### src/rtl/mat_mul_engine_if.sv
// Control/load/read bundle for mat_mul_engine; the engine side uses the slave modport.
interface mat_mul_engine_if #(
  parameter int DW = 5,
  parameter int OW = 10
) ();
  logic          start_i;
  logic          busy_o;
  logic          done_o;
  logic [2:0]    state_o;
  logic          ld_en_i;
  logic          ld_sel_i;
  logic [7:0]    ld_row_i;
  logic [7:0]    ld_col_i;
  logic [DW-1:0] ld_data_i;
  logic          rd_en_i;
  logic [7:0]    rd_row_i;
  logic [7:0]    rd_col_i;
  logic          rd_valid_o;
  logic [OW-1:0] rd_data_o;

  modport master (
    output start_i, ld_en_i, ld_sel_i, ld_row_i, ld_col_i, ld_data_i,
           rd_en_i, rd_row_i, rd_col_i,
    input  busy_o, done_o, state_o, rd_valid_o, rd_data_o
  );

  modport slave (
    input  start_i, ld_en_i, ld_sel_i, ld_row_i, ld_col_i, ld_data_i,
           rd_en_i, rd_row_i, rd_col_i,
    output busy_o, done_o, state_o, rd_valid_o, rd_data_o
  );
endinterface

### src/rtl/mat_mul_engine.sv
// Serial-MAC unsigned matrix multiply C = A x B with load/start/read handshake.
// Define MAT_MUL_SAT_EN to saturate stored results instead of wrapping them.
module mat_mul_engine #(
  parameter int L    = 5,
  parameter int M    = 5,
  parameter int N    = 5,
  parameter int DW   = 5,
  parameter int OW   = 10,
  parameter int ACCW = 2*DW + $clog2(M+1)
) (
  input  logic             vmm_clk,
  input  logic             rst_,
  mat_mul_engine_if.slave  bus
);

  localparam int LIW = (L > 1) ? $clog2(L) : 1;
  localparam int MIW = (M > 1) ? $clog2(M) : 1;
  localparam int NIW = (N > 1) ? $clog2(N) : 1;
  localparam logic [LIW-1:0] I_LAST = LIW'(L-1);
  localparam logic [MIW-1:0] K_LAST = MIW'(M-1);
  localparam logic [NIW-1:0] J_LAST = NIW'(N-1);

  typedef enum logic [2:0] {
    S_IDLE = 3'd0,
    S_CLR  = 3'd1,
    S_MAC  = 3'd2,
    S_WR   = 3'd3,
    S_DONE = 3'd4
  } state_t;

  state_t          state, state_nxt;
  logic [LIW-1:0]  i;
  logic [NIW-1:0]  j;
  logic [MIW-1:0]  k;
  logic [ACCW-1:0] acc;
  logic            busy, done;
  logic [2*DW-1:0] prod;

  logic [DW-1:0] a_mem [L][M];
  logic [DW-1:0] b_mem [M][N];
  logic [OW-1:0] c_mem [L][N];

  logic          rd_valid;
  logic [OW-1:0] rd_data;

  logic ld_a_ok, ld_b_ok, rd_ok;

  function automatic logic [OW-1:0] fit(input logic [ACCW-1:0] v);
`ifdef MAT_MUL_SAT_EN
    if (v > ACCW'((2**OW) - 1)) return '1;
    else                        return v[OW-1:0];
`else
    return v[OW-1:0];
`endif
  endfunction

  always_ff @(posedge vmm_clk or negedge rst_) begin
    if (!rst_) state <= S_IDLE;
    else       state <= state_nxt;
  end

  always_comb begin
    state_nxt = state;
    busy      = 1'b0;
    done      = 1'b0;
    unique case (state)
      S_IDLE: if (bus.start_i) state_nxt = S_CLR;
      S_CLR: begin
        busy      = 1'b1;
        state_nxt = S_MAC;
      end
      S_MAC: begin
        busy = 1'b1;
        if (k == K_LAST) state_nxt = S_WR;
      end
      S_WR: begin
        busy = 1'b1;
        if (j == J_LAST && i == I_LAST) state_nxt = S_DONE;
        else                            state_nxt = S_CLR;
      end
      S_DONE: begin
        done      = 1'b1;
        state_nxt = bus.start_i ? S_CLR : S_IDLE;
      end
      default: state_nxt = S_IDLE;
    endcase
  end

  assign prod = (2*DW)'(a_mem[i][k]) * (2*DW)'(b_mem[k][j]);

  // Index walk: j runs fastest across a C row, then i advances.
  always_ff @(posedge vmm_clk or negedge rst_) begin
    if (!rst_) begin
      i   <= '0;
      j   <= '0;
      k   <= '0;
      acc <= '0;
    end else begin
      unique case (state)
        S_IDLE, S_DONE: begin
          if (bus.start_i) begin
            i <= '0;
            j <= '0;
          end
        end
        S_CLR: begin
          acc <= '0;
          k   <= '0;
        end
        S_MAC: begin
          acc <= acc + ACCW'(prod);
          k   <= k + 1'b1;
        end
        S_WR: begin
          if (j != J_LAST) begin
            j <= j + 1'b1;
          end else if (i != I_LAST) begin
            j <= '0;
            i <= i + 1'b1;
          end
        end
        default: ;
      endcase
    end
  end

  assign ld_a_ok = bus.ld_en_i && !busy && !bus.ld_sel_i &&
                   (32'(bus.ld_row_i) < L) && (32'(bus.ld_col_i) < M);
  assign ld_b_ok = bus.ld_en_i && !busy && bus.ld_sel_i &&
                   (32'(bus.ld_row_i) < M) && (32'(bus.ld_col_i) < N);

  // Operand and result storage carries no reset so C survives an aborted run.
  always_ff @(posedge vmm_clk) begin
    if (ld_a_ok) a_mem[bus.ld_row_i[LIW-1:0]][bus.ld_col_i[MIW-1:0]] <= bus.ld_data_i;
    if (ld_b_ok) b_mem[bus.ld_row_i[MIW-1:0]][bus.ld_col_i[NIW-1:0]] <= bus.ld_data_i;
    if (state == S_WR) c_mem[i][j] <= fit(acc);
  end

  assign rd_ok = (32'(bus.rd_row_i) < L) && (32'(bus.rd_col_i) < N);

  always_ff @(posedge vmm_clk or negedge rst_) begin
    if (!rst_) begin
      rd_valid <= 1'b0;
      rd_data  <= '0;
    end else begin
      rd_valid <= bus.rd_en_i;
      if (bus.rd_en_i) begin
        if (rd_ok) rd_data <= c_mem[bus.rd_row_i[LIW-1:0]][bus.rd_col_i[NIW-1:0]];
        else       rd_data <= '0;
      end
    end
  end

  assign bus.busy_o     = busy;
  assign bus.done_o     = done;
  assign bus.state_o    = state;
  assign bus.rd_valid_o = rd_valid;
  assign bus.rd_data_o  = rd_data;

endmodule

### src/flat_wrapper.sv
// flat-port wrapper written by rule: the top's interface ports become plain ports
module mat_mul_engine_flat 
#(
  parameter int L    = 5,
  parameter int M    = 5,
  parameter int N    = 5,
  parameter int DW   = 5,
  parameter int OW   = 10,
  parameter int ACCW = 2*DW + $clog2(M+1)
)
  (vmm_clk, rst_, bus_start_i, bus_ld_en_i, bus_ld_sel_i, bus_ld_row_i, bus_ld_col_i, bus_ld_data_i, bus_rd_en_i, bus_rd_row_i, bus_rd_col_i, bus_busy_o, bus_done_o, bus_state_o, bus_rd_valid_o, bus_rd_data_o);
  mat_mul_engine_if #(.DW(DW), .OW(OW)) bus_i ();
  input  logic vmm_clk;
  input  logic rst_;
  input wire logic [$bits(bus_i.start_i)-1:0] bus_start_i;
  input wire logic [$bits(bus_i.ld_en_i)-1:0] bus_ld_en_i;
  input wire logic [$bits(bus_i.ld_sel_i)-1:0] bus_ld_sel_i;
  input wire logic [$bits(bus_i.ld_row_i)-1:0] bus_ld_row_i;
  input wire logic [$bits(bus_i.ld_col_i)-1:0] bus_ld_col_i;
  input wire logic [$bits(bus_i.ld_data_i)-1:0] bus_ld_data_i;
  input wire logic [$bits(bus_i.rd_en_i)-1:0] bus_rd_en_i;
  input wire logic [$bits(bus_i.rd_row_i)-1:0] bus_rd_row_i;
  input wire logic [$bits(bus_i.rd_col_i)-1:0] bus_rd_col_i;
  output wire logic [$bits(bus_i.busy_o)-1:0] bus_busy_o;
  output wire logic [$bits(bus_i.done_o)-1:0] bus_done_o;
  output wire logic [$bits(bus_i.state_o)-1:0] bus_state_o;
  output wire logic [$bits(bus_i.rd_valid_o)-1:0] bus_rd_valid_o;
  output wire logic [$bits(bus_i.rd_data_o)-1:0] bus_rd_data_o;
  assign bus_i.start_i = bus_start_i;
  assign bus_i.ld_en_i = bus_ld_en_i;
  assign bus_i.ld_sel_i = bus_ld_sel_i;
  assign bus_i.ld_row_i = bus_ld_row_i;
  assign bus_i.ld_col_i = bus_ld_col_i;
  assign bus_i.ld_data_i = bus_ld_data_i;
  assign bus_i.rd_en_i = bus_rd_en_i;
  assign bus_i.rd_row_i = bus_rd_row_i;
  assign bus_i.rd_col_i = bus_rd_col_i;
  assign bus_busy_o = bus_i.busy_o;
  assign bus_done_o = bus_i.done_o;
  assign bus_state_o = bus_i.state_o;
  assign bus_rd_valid_o = bus_i.rd_valid_o;
  assign bus_rd_data_o = bus_i.rd_data_o;
  mat_mul_engine #(.L(L), .M(M), .N(N), .DW(DW), .OW(OW), .ACCW(ACCW)) u_core (.vmm_clk(vmm_clk), .rst_(rst_), .bus(bus_i));
endmodule
### config.mk
export PLATFORM = sky130hd
export DESIGN_NAME = mat_mul_engine_flat
export DESIGN_NICKNAME = d
export VERILOG_FILES = /design/src/rtl/mat_mul_engine_if.sv /design/src/rtl/mat_mul_engine.sv /design/src/flat_wrapper.sv
export SDC_FILE = /design/constraint.sdc
export NUM_CORES = 1
export LEC_CHECK = 0
export CAP_MARGIN = 0
export CORE_ASPECT_RATIO = 0.5
export CORE_UTILIZATION = 27
export DETAILED_ROUTE_END_ITERATION = 8
export PLACE_DENSITY = 0.53
export SYNTH_ARGS = -nofsm -noshare
export SYNTH_HDL_FRONTEND = slang
export SYNTH_SLANG_ARGS = --single-unit
### constraint.sdc
create_clock -name vmm_clk -period 15.3 [get_ports vmm_clk]
set_input_delay 2.295 -clock vmm_clk [delete_from_list [all_inputs] [get_ports vmm_clk]]
set_output_delay 2.295 -clock vmm_clk [all_outputs]
set_load 0.03 [all_outputs]
==> metrics.cfg <==
[critical_path]
arrival_ns = 6.24
cp-end-kind = flip-flop
worst-r2r-setup-slack_ns = 9.54
crit_type = flip-flop to flip-flop
crit_required_ns = 15.78
r2r_start = u_core.k[0]
reg2reg_to = u_core.acc[9]
cp-start-kind = flip-flop
crit_path_max_fanout = 24
reg2regPathDepth = 19

[placement]
gp_congestion = 0.779
numPortBuffers = 58
dpl.hpwl_um = 32200
placed_cells = 2310

[flow_run]
maxCapViolations = 0

[sta]
skew_ns = 0.0260
maxSlewViolCount = 0
finalSetupViolations = 0
hold_slack_ns = 0.551
max_freq_ghz = 0.174
tns_ns = 0
fin_crit_sh_pct = 37.7
relSlewSlack_pct = 21.6
tightest_slew_ns = 1.17
hold_viol_final = 0
fin_crit_ns = 5.76
rsz0062_at_grt = false

[cts]
cts_tree = done
path_clk_slew_ns = 0.07
clk_latency_ns = 0.59
cts.sinks = 533
clk_path_buf_depth = 3
cts_hold_buf = 0
root_buffer = clkbuf_16
cts_setup_buffers = 0
h-tree-depth = 2
cts_inserted_buffers = 50
postCtsResizedCells = 0

[yosys]
synth_edf_count = 500
ys_warn_count = 0
yosysTopAreaCellShare_pct = 68.3
syn-num-nets = 1293
ys_types = 60
yosysTopAreaCell = edfxtp_1
synthCells = 1210
synth_area_um2 = 22000
ys.flop_type = edfxtp_1
synth.avg_cell_area_um2 = 18.2
yosys-top-cells-area = edfxtp_1, mux4_2, dfrtp_1
synth.most_common_cell = edfxtp_1
ys_seq_area_share_pct = 72.0
synth_common_cells = edfxtp_1, nor2_1, mux4_2, inv_1, mux2i_1
ys_ff_latch = 533
async_flop_share_pct = 6.19

[power_and_ir_drop]
ir_drop_mv = 0.0703
leakagePower_nw = 8.04
powerDensity_nw_per_um2 = 115
p_int_mw = 2.35
net-switching-power_uw = 577
comb_power_share_pct = 2.3
power_frac_clock_pct = 43.6
switching_share_pct = 19.7
power_frac_seq_pct = 54.1

[die]
ioPinCount = 59
die_area_um2 = 82700
initial_core_util_pct = 27.5
rows = 73
die_x_um = 406
die_h_um = 204
core_um2 = 80000

[drt]
dr.pass1.iters = 5
wl_per_cell_um = 20.8
drt_iter0_drc = 740
drc = 0
wl_um = 50000
viasPerCell = 4.55
vias = 10912
ant_nets = 0

[hold_path]
hp-start = u_core.c_mem[4][5]
hold_path.class = flip-flop to flip-flop
worstHoldEndpoint = u_core.bus.rd_data_o[5]
hold_depth = 2

[finish]
layout-drive-gt1-share_pct = 16.5
n_antenna_cell = 0
areaGrowthSynthToFinish_pct = 15.4
nNetsFinal = 1358
fin_cells = 2399

[global_routing]
grt_pass1_vias = 11372
grt_pass1_wl_um = 75200
antenna_found_initial = 0
grt_usage_pct = 12.2
grt.overflow.total = 0
grt_max_degree = 51

[run_status]
status = finished, final reports clean

==> worst max path at each step <==
stage	start	end	cells after the start
floorplan	u_core.i[0]	u_core.acc[9]	17
global placement	u_core.k[0]	u_core.acc[9]	19
detailed placement	u_core.k[0]	u_core.acc[9]	19
CTS	u_core.k[0]	u_core.acc[9]	19
global route	u_core.k[0]	u_core.acc[9]	19
finish	u_core.k[0]	u_core.acc[9]	19
==> power by group through the flow <==
stage	sequential (mW)	combinational [mW]	clock [mW]
finish	1.58	0.0672	1.27
global route	1.58	0.0733	1.36
CTS	1.58	0.0695	1.30
detailed placement	1.61	0.0695	0
global placement	1.61	0.0691	0
floorplan	1.61	0.0321	0
==> cell type report <==
| type | count | area [µm²] |
|---|---|---|
| inverters | 49 | 184 |
| well taps | 1087 | 1360 |
| clock inverters | 18 | 236 |
| multi-input cells | 573 | 5710 |
| repair buffers | 68 | 613 |
| clock buffers | 71 | 1430 |
| flip-flops and latches | 533 | 15800 |
| fillers | 7752 | 54600 |
==> state kept, by name, indices dropped and copies added (netlist names), 3 cells and up <==
signal	flops
u_core.a_mem	125
u_core.acc	10
u_core.b_mem	125
u_core.bus.rd_data_o	10
u_core.bus.state_o	3
u_core.c_mem	250
u_core.i	3
u_core.j	3
u_core.k	3
==> worst max-delay path, cell delays in order, from the launching register on <==
cell	delay, ns
dfrtp_2	0.62
buf_4	0.49
mux4_2	0.56
nand2_1	0.08
nand3_1	0.09
a32oi_1	0.34
o21ai_0	0.18
and2_1	0.21
fa_1	0.50
fa_1	0.55
inv_1	0.06
fa_1	0.53
inv_1	0.05
ha_1	0.35
nand3_1	0.11
o211ai_1	0.11
o41ai_1	0.39
xnor2_1	0.19
a21oi_1	0.09
o22ai_1	0.17
==> cell usage in the layout, fill, tap and decap left out, drive strengths merged, types with 23 or more instances in the layout <==
master         instances
nor2                 110
nand2                 32
dfrtp                 33
clkbuf                72
ha                    23
clkdlybuf4s50         49
inv                   52
mux2i                 42
o21ai                 28
mux4                 105
edfxtp               500
==> stage by stage <==
step                setup WS (ns)  power, mW  instance area [µm²]  utilization (%)
CTS                          9.52       2.96                25400             31.7
global placement             9.60       1.68                23700             29.6
global route                 9.13       3.01                25400             31.7
finish                       9.54       2.92                25400             31.7
detailed placement           9.56       1.68                23700             29.6
floorplan                   10.38       1.65                22000                -
==> layer usage <==
metal | vias up | part of all wire [%] | wire (µm) | GRT usage [%]
li1 | 4953 | - | - | -
met1 | 5709 | 47 | 23600 | 17.2
met2 | 206 | 48 | 23800 | 19.7
met3 | 44 | 4.1 | 2060 | 2.24
met4 | 0 | 1.1 | 535 | 2.33
met5 | - | 0 | 0 | 0
==> cell families (layout without fill, tap and decap cells) <==
logic type | Yosys count | after routing | synth area share (%)
flops | 533 | 533 | 72.0
compound gates | 130 | 130 | 4.23
mux | 160 | 160 | 13.5
fa+ha+maj | 40 | 40 | 2.86
xor+xnor | 9 | 9 | 0.358
buf+inv | 104 | 206 | 2.00
simple gates | 234 | 234 | 5.05
No activity file was read; power rests on OpenSTA's default activity.
